$ cat src/rtl/search_window_fetcher.sv
// Search-window responder for 3DRS: reads a 22-pixel line from the mirror-padded
// frame (row or column) and returns it to the estimator as three 64-bit beats.
module search_window_fetcher #(
    parameter int PW     = 1352,
    parameter int PH     = 792,
    parameter int OFFS   = 33,
    parameter int MV_LIM = 33,
    parameter int ADDR_W = 21,
    parameter int NPIX   = 22
) (
    input  logic              clk,
    input  logic              reset,
    input  logic              fetch_req,
    input  logic              sel_col,
    input  logic signed [6:0] mv_x,
    input  logic signed [6:0] mv_y,
    input  logic [5:0]        blk_row,
    input  logic [6:0]        blk_col,
    output logic              mem_rd,
    output logic [ADDR_W-1:0] mem_addr,
    input  logic [7:0]        mem_rdata,
    output logic [63:0]       out_data,
    output logic              out_we,
    output logic [1:0]        out_beat,
    output logic              busy,
    output logic              done,
    output logic              mv_clamped
);

    if (PW * PH > (1 << ADDR_W)) begin : g_addr_w_check
        $error("ADDR_W too narrow for the padded frame");
    end

    typedef enum logic [1:0] {IDLE, READ, EMIT} state_t;

    localparam logic signed [6:0] LIM_P = 7'(MV_LIM);
    localparam logic signed [6:0] LIM_N = 7'(-MV_LIM);
    localparam logic [4:0]        LAST  = 5'(NPIX - 1);

    state_t            state_q;
    logic              sel_col_q, mv_clamped_q;
    logic              mem_rd_q, cap_vld_q;
    logic [ADDR_W-1:0] mem_addr_q;
    logic [4:0]        rd_cnt_q, cap_cnt_q;
    logic [63:0]       out_data_q;
    logic              out_we_q, done_q;
    logic [1:0]        out_beat_q;
    logic [7:0]        pix_q [NPIX];

    // Clamp and base-address computation on the live request inputs.
    logic signed [6:0]  mvx_c, mvy_c;
    logic signed [7:0]  ofs_x, ofs_y;
    logic               clamp_d;
    logic [ADDR_W-1:0]  row_d, base_d, step;

    always_comb begin
        mvx_c   = (mv_x > LIM_P) ? LIM_P : (mv_x < LIM_N) ? LIM_N : mv_x;
        mvy_c   = (mv_y > LIM_P) ? LIM_P : (mv_y < LIM_N) ? LIM_N : mv_y;
        clamp_d = (mv_x > LIM_P) || (mv_x < LIM_N) || (mv_y > LIM_P) || (mv_y < LIM_N);
        // With the clamp, MV + OFFS is never negative, so the base is formed unsigned.
        ofs_x   = {mvx_c[6], mvx_c} + 8'(OFFS);
        ofs_y   = {mvy_c[6], mvy_c} + 8'(OFFS);
        row_d   = ADDR_W'({blk_row, 4'b0000}) + ADDR_W'($unsigned(ofs_y));
        base_d  = row_d * ADDR_W'(PW) + ADDR_W'({blk_col, 4'b0000}) + ADDR_W'($unsigned(ofs_x));
        step    = sel_col_q ? ADDR_W'(PW) : ADDR_W'(1);
    end

    logic [63:0] beat0, beat1, beat2;
    always_comb begin
        beat0 = '0;
        beat1 = '0;
        beat2 = '0;
        for (int i = 0; i < 8; i++) begin
            beat0[63-8*i -: 8] = pix_q[i];
            beat1[63-8*i -: 8] = pix_q[8+i];
            if (i < NPIX - 16) beat2[63-8*i -: 8] = pix_q[16+i];
        end
    end

    always_ff @(posedge clk) begin
        if (cap_vld_q) pix_q[cap_cnt_q] <= mem_rdata;
    end

    always_ff @(posedge clk or negedge reset) begin
        if (!reset) begin
            state_q      <= IDLE;
            sel_col_q    <= 1'b0;
            mv_clamped_q <= 1'b0;
            mem_rd_q     <= 1'b0;
            mem_addr_q   <= '0;
            rd_cnt_q     <= '0;
            cap_cnt_q    <= '0;
            cap_vld_q    <= 1'b0;
            out_data_q   <= '0;
            out_we_q     <= 1'b0;
            out_beat_q   <= '0;
            done_q       <= 1'b0;
        end else begin
            cap_vld_q <= mem_rd_q;
            case (state_q)
                IDLE: if (fetch_req) begin
                    sel_col_q    <= sel_col;
                    mv_clamped_q <= clamp_d;
                    mem_rd_q     <= 1'b1;
                    mem_addr_q   <= base_d;
                    rd_cnt_q     <= '0;
                    cap_cnt_q    <= '0;
                    state_q      <= READ;
                end
                READ: begin
                    if (mem_rd_q) begin
                        if (rd_cnt_q == LAST) begin
                            mem_rd_q <= 1'b0;
                        end else begin
                            rd_cnt_q   <= rd_cnt_q + 5'd1;
                            mem_addr_q <= mem_addr_q + step;
                        end
                    end
                    if (cap_vld_q) begin
                        cap_cnt_q <= cap_cnt_q + 5'd1;
                        if (cap_cnt_q == LAST) begin
                            state_q    <= EMIT;
                            out_we_q   <= 1'b1;
                            out_beat_q <= 2'd0;
                            out_data_q <= beat0;
                        end
                    end
                end
                EMIT: begin
                    case (out_beat_q)
                        2'd0: begin
                            out_beat_q <= 2'd1;
                            out_data_q <= beat1;
                        end
                        2'd1: begin
                            out_beat_q <= 2'd2;
                            out_data_q <= beat2;
                            done_q     <= 1'b1;
                        end
                        default: begin
                            out_we_q   <= 1'b0;
                            out_beat_q <= 2'd0;
                            done_q     <= 1'b0;
                            state_q    <= IDLE;
                        end
                    endcase
                end
                default: state_q <= IDLE;
            endcase
        end
    end

    assign mem_rd     = mem_rd_q;
    assign mem_addr   = mem_addr_q;
    assign out_data   = out_data_q;
    assign out_we     = out_we_q;
    assign out_beat   = out_beat_q;
    assign done       = done_q;
    assign mv_clamped = mv_clamped_q;
    assign busy       = (state_q != IDLE);

endmodule

$ cat config.mk
export PLATFORM = sky130hd
export DESIGN_NAME = search_window_fetcher
export DESIGN_NICKNAME = d
export VERILOG_FILES = /design/src/rtl/search_window_fetcher.sv
export SDC_FILE = /design/constraint.sdc
export NUM_CORES = 1
export LEC_CHECK = 0
export CAP_MARGIN = 20
export CORE_MARGIN = 1.5
export CORE_UTILIZATION = 50
export CTS_BUF_LIST = sky130_fd_sc_hd__clkbuf_2
export DETAILED_ROUTE_END_ITERATION = 10
export PLACE_DENSITY = 0.71
export SETUP_SLACK_MARGIN = 0.15
export SLEW_MARGIN = 20
export SYNTH_ARGS = -nofsm -noshare
export SYNTH_HDL_FRONTEND = slang
export SYNTH_SLANG_ARGS = --single-unit
$ cat constraint.sdc
create_clock -name clk -period 6.84 [get_ports clk]
set_input_delay 1.368 -clock clk [delete_from_list [all_inputs] [get_ports clk]]
set_output_delay 1.368 -clock clk [all_outputs]
set_load 0.02 [all_outputs]
# --- Word level (Yosys, flattened, before mapping) ---
# Memory sizes are Yosys's and may differ from the RTL's.
# Cells that the tools add are included.
op_classes:
  reduce_logical: 18
  multipliers: 1
  n_addsub: 8
  bitwise_logic: 1
  mux: 39
  order_cmp: 4
  eq_ne: 12
op_table:
  columns: ["operator", "n"]
  rows:
  - ["$pmux 64 s2", 2]
  - ["$mux 64", 2]
  - ["$mux 21", 3]
  - ["$add 21x11->21", 2]
  - ["$pmux 21 s2", 1]
  - ["$mux 7", 4]
  - ["$add 21x8->21", 1]
  - ["$mux 5", 4]
  - ["$pmux 5 s2", 2]
  - ["$mul 11x8->18 const B", 1]
  - ["$add 7x7->8 const B", 2]
  - ["$reduce_and 4->1", 4]
  - ["$gt 7x7->1 const B", 2]
  - ["$lt 7x7->1 const B", 2]
  - ["$mux 2", 6]
  - ["$ne 2x2->1 const B", 6]
  - ["$add 10x8->11", 1]
  - ["$mux 11", 1]
  - ["$add 5x1->5 const B", 2]
  - ["$eq 5x5->1 const B", 2]
  - ["$mux 1", 8]
  - ["$pmux 2 s2", 2]
  - ["$pmux 1 s2", 3]
  - ["$pmux 2 s3", 1]
  - ["10 further kinds", 19]
word_totals:
  reg_bits: 105
  output_inout_bits: 92
  mem_count: 1
  mem_bits_rw: 176
  input_bits: 39
  wordCells: 96
mem_list:
  columns: ["memory", "words", "width", "rd", "rd_ports_with_merged_regs", "wr", "line_no", "text"]
  rows:
  - ["pix_q", 22, 8, 22, 0, 1, "48", "logic [7:0] pix_q [NPIX];"]

# --- Logic depth before layout (Yosys ltp) ---
# Gate-level depths: netlist (run 1).
logic_depth:
  word_depth: 10
  ltp_mapped: 32
  ltp_nobuf: 31

# --- Worst setup path before layout (run 1) ---
# OpenSTA, ideal clock, no wires.
synth_timing:
  kind: "input -> register"
  start: "input mv_y[2]"
  end: "register mem_addr_q[20] (netlist: mem_addr[20])"
  arrival_ns: 7.775
  required_time_ns: 6.764
  setup_time_ns: 0.076
  n_path_buf: 1
  setup_slack_ns: -1.011
  path_stages: 30
  cell_sequence: "nand3_1 o21ai_0 nand2_1 ha_1 clkbuf_1 or3_1 ha_1 nand4_1 a31oi_1 ha_1 fa_1 a21o_1 a21oi_1 xor2_1 inv_1 ha_1 inv_1 fa_1 inv_1 ha_1 ha_1 ha_1 and3_1 a222oi_1 a21boi_0 a21boi_1 nor4b_4 a21boi_2 xnor3_1 o21ai_1"
synth_between:
  elab_chain_len: 10
  word_cells_on_any_way: 11
  cone_classes: "4 x add/sub; 1 x mul; 2 x order compare; 4 x mux"
synth_lines:
  columns: ["element", "line_no", "text"]
  rows:
  - ["from (decl)", "16", "input logic signed [6:0] mv_y,"]
  - ["$lt 7x7->1", "58", "mvy_c = (mv_y > LIM_P) ? LIM_P : (mv_y < LIM_N) ? LIM_N : mv_y;"]
  - ["$mux 7", "58", null]
  - ["$mux 7 *", "58", null]
  - ["$add 7x7->8 *", "62", "ofs_y = {mvy_c[6], mvy_c} + 8'(OFFS);"]
  - ["$add 10x8->11 *", "63", "row_d = ADDR_W'({blk_row, 4'b0000}) + ADDR_W'($unsigned(ofs_y));"]
  - ["$mul 11x8->18 *", "64", "base_d = row_d * ADDR_W'(PW) + ADDR_W'({blk_col, 4'b0000}) + ADDR_W'($unsigned(ofs_x));"]
  - ["$add 21x11->21 *", "64", null]
  - ["$add 21x8->21 *", "64", null]
  - ["$mux 21 *", "101", "IDLE: if (fetch_req) begin"]
  - ["$pmux 21 s2 *", "100", "case (state_q)"]
  - ["to (signal assigned)", "105", "mem_addr_q <= base_d;"]
  - ["to (signal assigned)", "116", "mem_addr_q <= mem_addr_q + step;"]
  - ["to (decl)", "43", "logic [ADDR_W-1:0] mem_addr_q;"]
# Every way passes the cells marked *; elsewhere a longest branch is shown, timed or not. The select of a mux whose other input is x is not followed.
# A chain may end at the register's enable or synchronous reset.

# --- Worst setup path in the final report (run 1) ---
layout_timing:
  start: "input mv_y[2]"
  end: "register mem_addr_q[19] (netlist: mem_addr[19])"
# The elaborated chain is that of the path after synthesis.

==> results.py, run 1 <==
metrics = {
    "placement": {
        "port_buffers": 130,
        "dp_hpwl_um": 19700,
        "place_inst": 1674,
        "gp_congestion": 0.821,
    },
    "timing": {
        "hold_viol": 0,
        "period_minus_slack_ps": 6450,
        "max_freq_mhz": 155,
        "relSlewSlack_pct": 28.7,
        "finalClockSkew_ps": 80.6,
        "period_share_pct": 94.3,
        "setup_violations": 0,
        "drv_slew": 0,
        "grt_setup_unrepaired": "false",
        "tightest_slew_ps": 1070,
    },
    "worst_setup_path": {
        "worst-setup-path-type": "in -> reg",
        "worstPathRequired_ps": 7470,
        "crit_buf_inv": 7,
        "rrSetupSlack_ps": 4100,
        "r2r-start": "sel_col_q$_DFFE_PN0P_",
        "cp_slowest_cell": "fa_1",
        "path_common_cell": "ha_4",
        "slowest_delay_ps": 490,
        "r2r_cells": 11,
        "critPathLaunchType": "primary input",
        "cp_max_fo": 4,
        "r2r-end": "mem_addr[20]$_DFFE_PN0P_",
        "endpoint_kind": "register",
        "critPathTopFamily": "adder cells",
        "cp.arrival_ps": 7090,
    },
    "floorplan": {
        "row_count": 60,
        "io_pins": 131,
        "die_x_um": 168,
        "initial_core_util_pct": 50.6,
        "fp.dieArea_um2": 28100,
        "die_y_um": 168,
        "core_um2": 26800,
    },
    "finish": {
        "drive_gt1_share_pct": 17.8,
        "final_nets": 1546,
        "syn2layout_area_growth_pct": 23.8,
        "final_cells": 1809,
    },
    "detailed_routing": {
        "first_iter_violations": 535,
        "wl_per_cell_um": 16.1,
        "drtAntennaViolNets": 0,
        "vias": 9586,
        "dr.pass1.iters": 7,
        "routed_wl_um": 29100,
        "drc": 0,
        "vias_per_cell": 5.30,
    },
    "logic_synthesis": {
        "synthFlopType": "edfxtp_1",
        "syn_area_um2": 13600,
        "synth-seq-cells": 281,
        "synth_edf_count": 176,
        "postSynth.asyncResetShare_pct": 37.4,
        "syn_inst": 1170,
        "syn_nets": 1306,
        "yosysSeqAreaShare_pct": 58.3,
        "synthDistinctLibCells": 57,
        "yosysWarnings": 0,
        "syn_area_per_cell_um2": 11.6,
    },
    "cts": {
        "clock-sinks": 281,
        "cts_buffers": 69,
        "cts_max_path_buffers": 3,
        "h-tree-depth": 3,
        "clkTransAtPathRegs_ps": 100,
        "cts_tree": "built",
        "insertion_delay_ps": 820,
        "clock-root-buffer": "clkbuf_2",
    },
    "hold_path": {
        "hold_path_depth": 0,
        "worstHoldPathType": "reg -> reg",
        "holdPathEnd": "cap_vld_q$_DFF_PN0_",
        "worstHoldStart": "mem_rd$_DFFE_PN0P_",
    },
    "global_route": {
        "grt_use_met3_pct": 3.97,
        "grt_max_degree": 130,
        "busiest_layer": "met2",
        "grt_pass1_wl_um": 47700,
        "met2_usage_pct": 36.4,
        "grt-ovfl-total": 0,
        "track_usage_pct": 21.4,
        "antenna_found_initial": 2,
        "grt_use_met1_pct": 28.0,
        "grt_pass1_vias": 9631,
    },
    "run_status": {
        "outcome": "completed",
    },
    "power_and_ir_drop": {
        "power_density_nw_per_um2": 524,
        "vdd_ir_drop_max_mv": 0.436,
        "p_leak_nw": 6.91,
        "power.total_mw": 8.81,
    },
    "flow_run": {
        "cap_viol_max_count": 0,
    },
}
-- report_power, final --
part	switching (mW)	internal (mW)
Sequential	0.289	2.26
Combinational	2.52	2.48
Clock	0.647	0.614
-- worst reg2reg max path, delay by kind of cell, from the launching register on --
family	cells	cell delay, ps
adder cells (fa/ha/maj)	2	380
flip-flops	1	460
AND/OR/NAND/NOR	3	540
AO/OA/AOI/OAI	4	770
multiplexers	1	380
buffers and inverters	1	120
-- cell type report --
type / count / area, µm²
diodes: 2 / 5.00
clock buffers: 109 / 546
clock inverters: 18 / 215
fillers: 2162 / 10000
inverters: 50 / 188
multi-input cells: 790 / 5550
flip-flops and latches: 281 / 7910
well taps: 341 / 427
repair buffers: 218 / 1950
-- timing repair --
| item | CTS | global route |
|---|---|---|
| hold buffers | 0 | 0 |
| buffers inserted | 5 | 1 |
| cloned | 0 | 0 |
| resized for setup | 14 | 34 |
| endpoints found under the setup margin | 6 | 6 |
| pin swaps | 15 | 17 |
-- cell usage in the layout (no fill, tap or decap), drive strengths merged, types with 22 or more instances in the layout --
master / instances
buf: 93
xnor2: 28
a21oi: 88
o21ai: 104
xor2: 22
nor2: 116
mux2i: 49
clkbuf: 111
nand2: 119
edfxtp: 176
dfrtp: 105
ha: 82
clkdlybuf4s50: 121
inv: 51
-- worst max path at each step --
stage | start | to | slack [ps] | cells after the start
after floorplan | mv_y[2] | mem_addr[20]$_DFFE_PN0P_ | -380 | 30
after global placement | mv_y[2] | mem_addr[20]$_DFFE_PN0P_ | -820 | 27
after detailed placement | mv_y[2] | mem_addr[20]$_DFFE_PN0P_ | -990 | 27
after CTS | mv_y[3] | mem_addr[20]$_DFFE_PN0P_ | 220 | 29
after global routing | mv_y[2] | mem_addr[20]$_DFFE_PN0P_ | 140 | 30
final | mv_y[2] | mem_addr[19]$_DFFE_PN0P_ | 390 | 32
-- logic make-up after synthesis --
logic type	count (synthesis)	share of synthesized area (%)
multiplexers	50	3.70
AO/OA/AOI/OAI	266	11.4
AND/OR/NAND/NOR	326	10.6
XOR/XNOR	51	3.39
buffers and inverters	99	2.76
flip-flops	281	58.3
adder cells (fa/ha/maj)	97	9.78
-- flip-flops by register name, summed over array words and instances, names as in the netlist, 2 cells and up --
name and count:
cap_cnt_q 5, mem_addr 21, out_beat 2, out_data 64, pix_q 176, rd_cnt_q 5
state_q 2
-- cells in the mapped netlist (all sizes together) (9+ instances only) --
| cell type | count | share of area (%) |
|---|---|---|
| mux2i | 49 | 3.6 |
| nor2b | 9 | 0.42 |
| a22oi | 17 | 0.94 |
| xnor2 | 28 | 1.8 |
| nand2b | 10 | 0.46 |
| a21oi | 88 | 3.2 |
| a21o | 10 | 0.55 |
| nand2 | 119 | 3.3 |
| o21ai | 104 | 3.8 |
| fa | 15 | 2.2 |
| clkbuf | 42 | 1.2 |
| nor2 | 116 | 3.2 |
| dfrtp | 105 | 19 |
| nand3 | 21 | 0.81 |
| nor3 | 16 | 0.59 |
| inv | 50 | 1.4 |
| a31oi | 9 | 0.42 |
| edfxtp | 176 | 39 |
| ha | 82 | 7.6 |
| xor2 | 22 | 1.4 |
-- layer usage --
metal | share of wire, % | vias up | routed length, µm
met5 | 0 | - | 0
met4 | 1.4 | 0 | 412
met3 | 5.3 | 37 | 1540
met2 | 49 | 256 | 14200
met1 | 44 | 4568 | 12900
li1 | - | 4725 | -
-- stage by stage --
stage | worst slack [ps] | instance area [µm²] | utilization, % | TNS, ps | hold slack, ps
after floorplan | -384 | 13700 | - | -1150 | 501
after global placement | -820 | 15800 | 59.1 | -6320 | 437
after detailed placement | -986 | 15900 | 59.2 | -7840 | 442
after CTS | 220 | 16700 | 62.4 | 0 | 482
after global routing | 145 | 16800 | 62.7 | 0 | 514
final | 387 | 16800 | 62.7 | 0 | 479
Note: power is estimated with default switching activity, not from simulation.
==> inputs of run 2 (changes only) <==
Settings changed: GPL_TIMING_DRIVEN from default to 1.
==> results of run 2 <==
Same layout as run 1: the final DEF is identical, and so are final timing and power.
==> inputs of run 3 (changes only) <==
Settings changed: ABC_AREA from default to 1, CTS_CLUSTER_DIAMETER from default to 100.
==> run 3 against run 2 <==
  * Combinational power is 3% lower
  * Clock skew fell by 11 ps
  * Clock power is 4% lower
  * Non-clock buffer count fell by 18
  * Total power decreased by 11%
  * Sequential power shrank 29%
  * Synthesized cell count rose by 24%
  * Via count increased by 15%
  * Sequential share of layout area down 1.5 points
  * Sequential cell count unchanged
  * Critical path type unchanged
  * Largest cell class unchanged
==> results.py, run 3 <==
metrics = {
    "run_status": {
        "outcome": "completed",
    },
    "detailed_routing": {
        "dr.pass1.iters": 6,
        "vias": 11002,
        "vias_per_cell": 5.23,
        "routed_wl_um": 33100,
        "first_iter_violations": 865,
        "drtAntennaViolNets": 0,
        "wl_per_cell_um": 15.7,
        "drc": 0,
    },
    "power_and_ir_drop": {
        "p_seq_share_pct": 22.9,
        "vdd_ir_drop_max_mv": 0.505,
        "power.total_mw": 7.87,
        "clkPwrFrac_pct": 15.4,
        "p_leak_nw": 7.58,
        "comb_power_share_pct": 61.7,
        "power_density_nw_per_um2": 454,
        "power_switching_share_pct": 42.4,
        "p_int_mw": 4.53,
        "p_sw_mw": 3.34,
    },
    "worst_setup_path": {
        "worst-setup-path-type": "in -> reg",
        "endpoint_kind": "register",
        "critPathLaunchType": "primary input",
        "slowest_delay_ps": 550,
        "path_common_cell": "nand2_1",
        "cp_slowest_cell": "fa_2",
        "worstPathRequired_ps": 7530,
        "cp_max_fo": 4,
        "cp.arrival_ps": 7190,
    },
    "finish": {
        "top_register": "pix_q",
        "drive_gt1_share_pct": 16.6,
        "layout.cells.most_common_list": "nor2_1 (246), nand2_1 (240), edfxtp_1 (176), clkdlybuf4s50_1 (129), inv_1 (119)",
        "fin_util_pct": 62.2,
        "largest_reg_flops": 176,
        "layout_commonest_cell": "nor2_1",
        "final_area_um2": 17300,
        "final_nets": 1805,
        "final_cells": 2105,
        "syn2layout_area_growth_pct": 21.9,
    },
    "timing": {
        "hold_viol": 0,
        "finalClockSkew_ps": 69.3,
        "period_share_pct": 95.1,
        "relSlewSlack_pct": 25.8,
        "grt_setup_unrepaired": "false",
        "setup_violations": 0,
        "fin_hold_ws_ps": 462,
        "tightest_slew_ps": 1110,
        "drv_slew": 0,
        "max_freq_mhz": 154,
        "tns_ps": 0,
        "period_minus_slack_ps": 6500,
        "worst_slack_ps": 337,
    },
    "global_route": {
        "grt-ovfl-total": 0,
        "grt_max_degree": 68,
        "track_usage_pct": 22.7,
        "grt_pass1_wl_um": 51900,
        "grt_pass1_vias": 10337,
        "antenna_found_initial": 1,
    },
    "logic_synthesis": {
        "synth_common_cells": "nor2_1 (254), nand2_1 (248), edfxtp_1 (176)",
        "yosysSeqAreaShare_pct": 55.6,
        "yosys.area.top_type": "edfxtp_1",
        "yosysTopAreaCellShare_pct": 37.2,
        "synthTopCellsByArea": "edfxtp_1 (37%), dfrtp_1 (18%), ha_1 (7.2%)",
        "syn_nets": 1584,
        "synth_most_common_cell": "nor2_1",
        "synthDistinctLibCells": 47,
        "synth_edf_count": 176,
        "syn_area_per_cell_um2": 9.82,
        "postSynth.asyncResetShare_pct": 37.4,
        "syn_inst": 1448,
        "yosysWarnings": 0,
        "syn_area_um2": 14200,
        "synthFlopType": "edfxtp_1",
        "synth-seq-cells": 281,
    },
    "cts": {
        "clock-sinks": 281,
        "cts_tree": "built",
        "clock-root-buffer": "clkbuf_2",
        "clkTransAtPathRegs_ps": 110,
        "ctsHoldBuffers": 0,
        "cts_max_path_buffers": 3,
        "insertion_delay_ps": 860,
        "cts_buffers": 69,
        "h-tree-depth": 3,
    },
    "floorplan": {
        "row_count": 61,
        "core_um2": 27900,
        "die_y_um": 172,
        "initial_core_util_pct": 51.1,
        "fp.dieArea_um2": 29500,
        "die_x_um": 172,
        "io_pins": 131,
    },
    "placement": {
        "dp_hpwl_um": 21900,
        "place_inst": 1974,
        "port_buffers": 130,
        "place_ws_ps": -686,
        "gp_congestion": 0.867,
        "placed_area_um2": 16300,
    },
    "flow_run": {
        "cap_viol_max_count": 0,
    },
    "hold_path": {
        "worstHoldPathType": "reg -> reg",
    },
}
==> run 3: cell types whose count changed in the layout (fill, tap and decap cells not counted), moves of 24 or more <==
cell     change
nand2_1    +123
mux2i_1     -48
nand3_1     +53
inv_1       +73
a21oi_1     -53
nor2_1     +132
xnor2_1     -24
a31oi_1     +68
==> run 3: layer usage <==
metal,share of wire (%),global-route usage (%),wire (µm)
met1,44,30.6,14700
met2,47,37.3,15700
met3,6.5,4.28,2140
met4,1.6,6.86,543
met5,0,0,0
==> run 3: worst paths after layout <==
kind	startpoint	slack, ps	depth (start not counted)	endpoint
max	mv_y[0]	340	37	mem_addr[17]$_DFFE_PN0P_
min	mem_rd$_DFFE_PN0P_	460	0	cap_vld_q$_DFF_PN0_
max reg2reg	state_q[1]$_DFFE_PN0P_	2910	8	out_data[5]$_DFFE_PN0P_
min reg2reg	mem_rd$_DFFE_PN0P_	460	0	cap_vld_q$_DFF_PN0_
max in group asynchronous	reset	4980	2	cap_cnt_q[0]$_DFFE_PN0P_
min in group asynchronous	reset	500	1	out_data[29]$_DFFE_PN0P_
==> run 3: worst max-delay path, delay by kind of cell <==
family	cells	cell delay (ps)
and+or+nand+nor	17	1380
buffers and inverters	6	840
xor gates and xnor gates	1	210
AOI/OAI and AO/OA	5	740
adders and majority gates	8	2650
==> run 3: kinds of logic (layout without fill, tap and decap cells) <==
| kind of cell | Yosys count | count (layout) | share of synthesized area, % |
|---|---|---|---|
| other | 0 | 1 | 0 |
| muxes | 1 | 1 | 0.0704 |
| and+or+nand+nor | 634 | 634 | 18.9 |
| buffers and inverters | 177 | 455 | 5.17 |
| AOI/OAI and AO/OA | 229 | 229 | 9.07 |
| adders and majority gates | 97 | 97 | 9.33 |
| DFF | 281 | 281 | 55.6 |
| xor gates and xnor gates | 29 | 29 | 1.84 |
==> run 3: power groups by stage <==
| stage | Combinational, mW | Clock [mW] | Sequential (mW) |
|---|---|---|---|
| 6_report | 4.85 | 1.21 | 1.81 |
| 5_1_grt | 5.39 | 1.33 | 1.81 |
| 4_1_cts | 4.05 | 1.24 | 1.81 |
| 3_5_place_dp | 4.02 | 0 | 1.84 |
| 3_3_place_gp | 3.97 | 0 | 1.84 |
| 2_1_floorplan | 2.75 | 0 | 1.84 |
==> run 3: timing repair <==
action / CTS / global route
endpoints found under the setup margin: 0 / 10
gates resized for setup: 0 / 56
buffers inserted: 0 / 2
hold endpoints to repair: 0 / 0
==> run 3: final cells by class <==
type                    count  area, µm²
fillers                  2237      10500
flip-flops and latches    281       7910
multi-input cells         990       5930
repair buffers            200       1820
clock buffers             106        531
inverters                 127        477
well taps                 378        473
clock inverters            22        194
diodes                      1       2.50
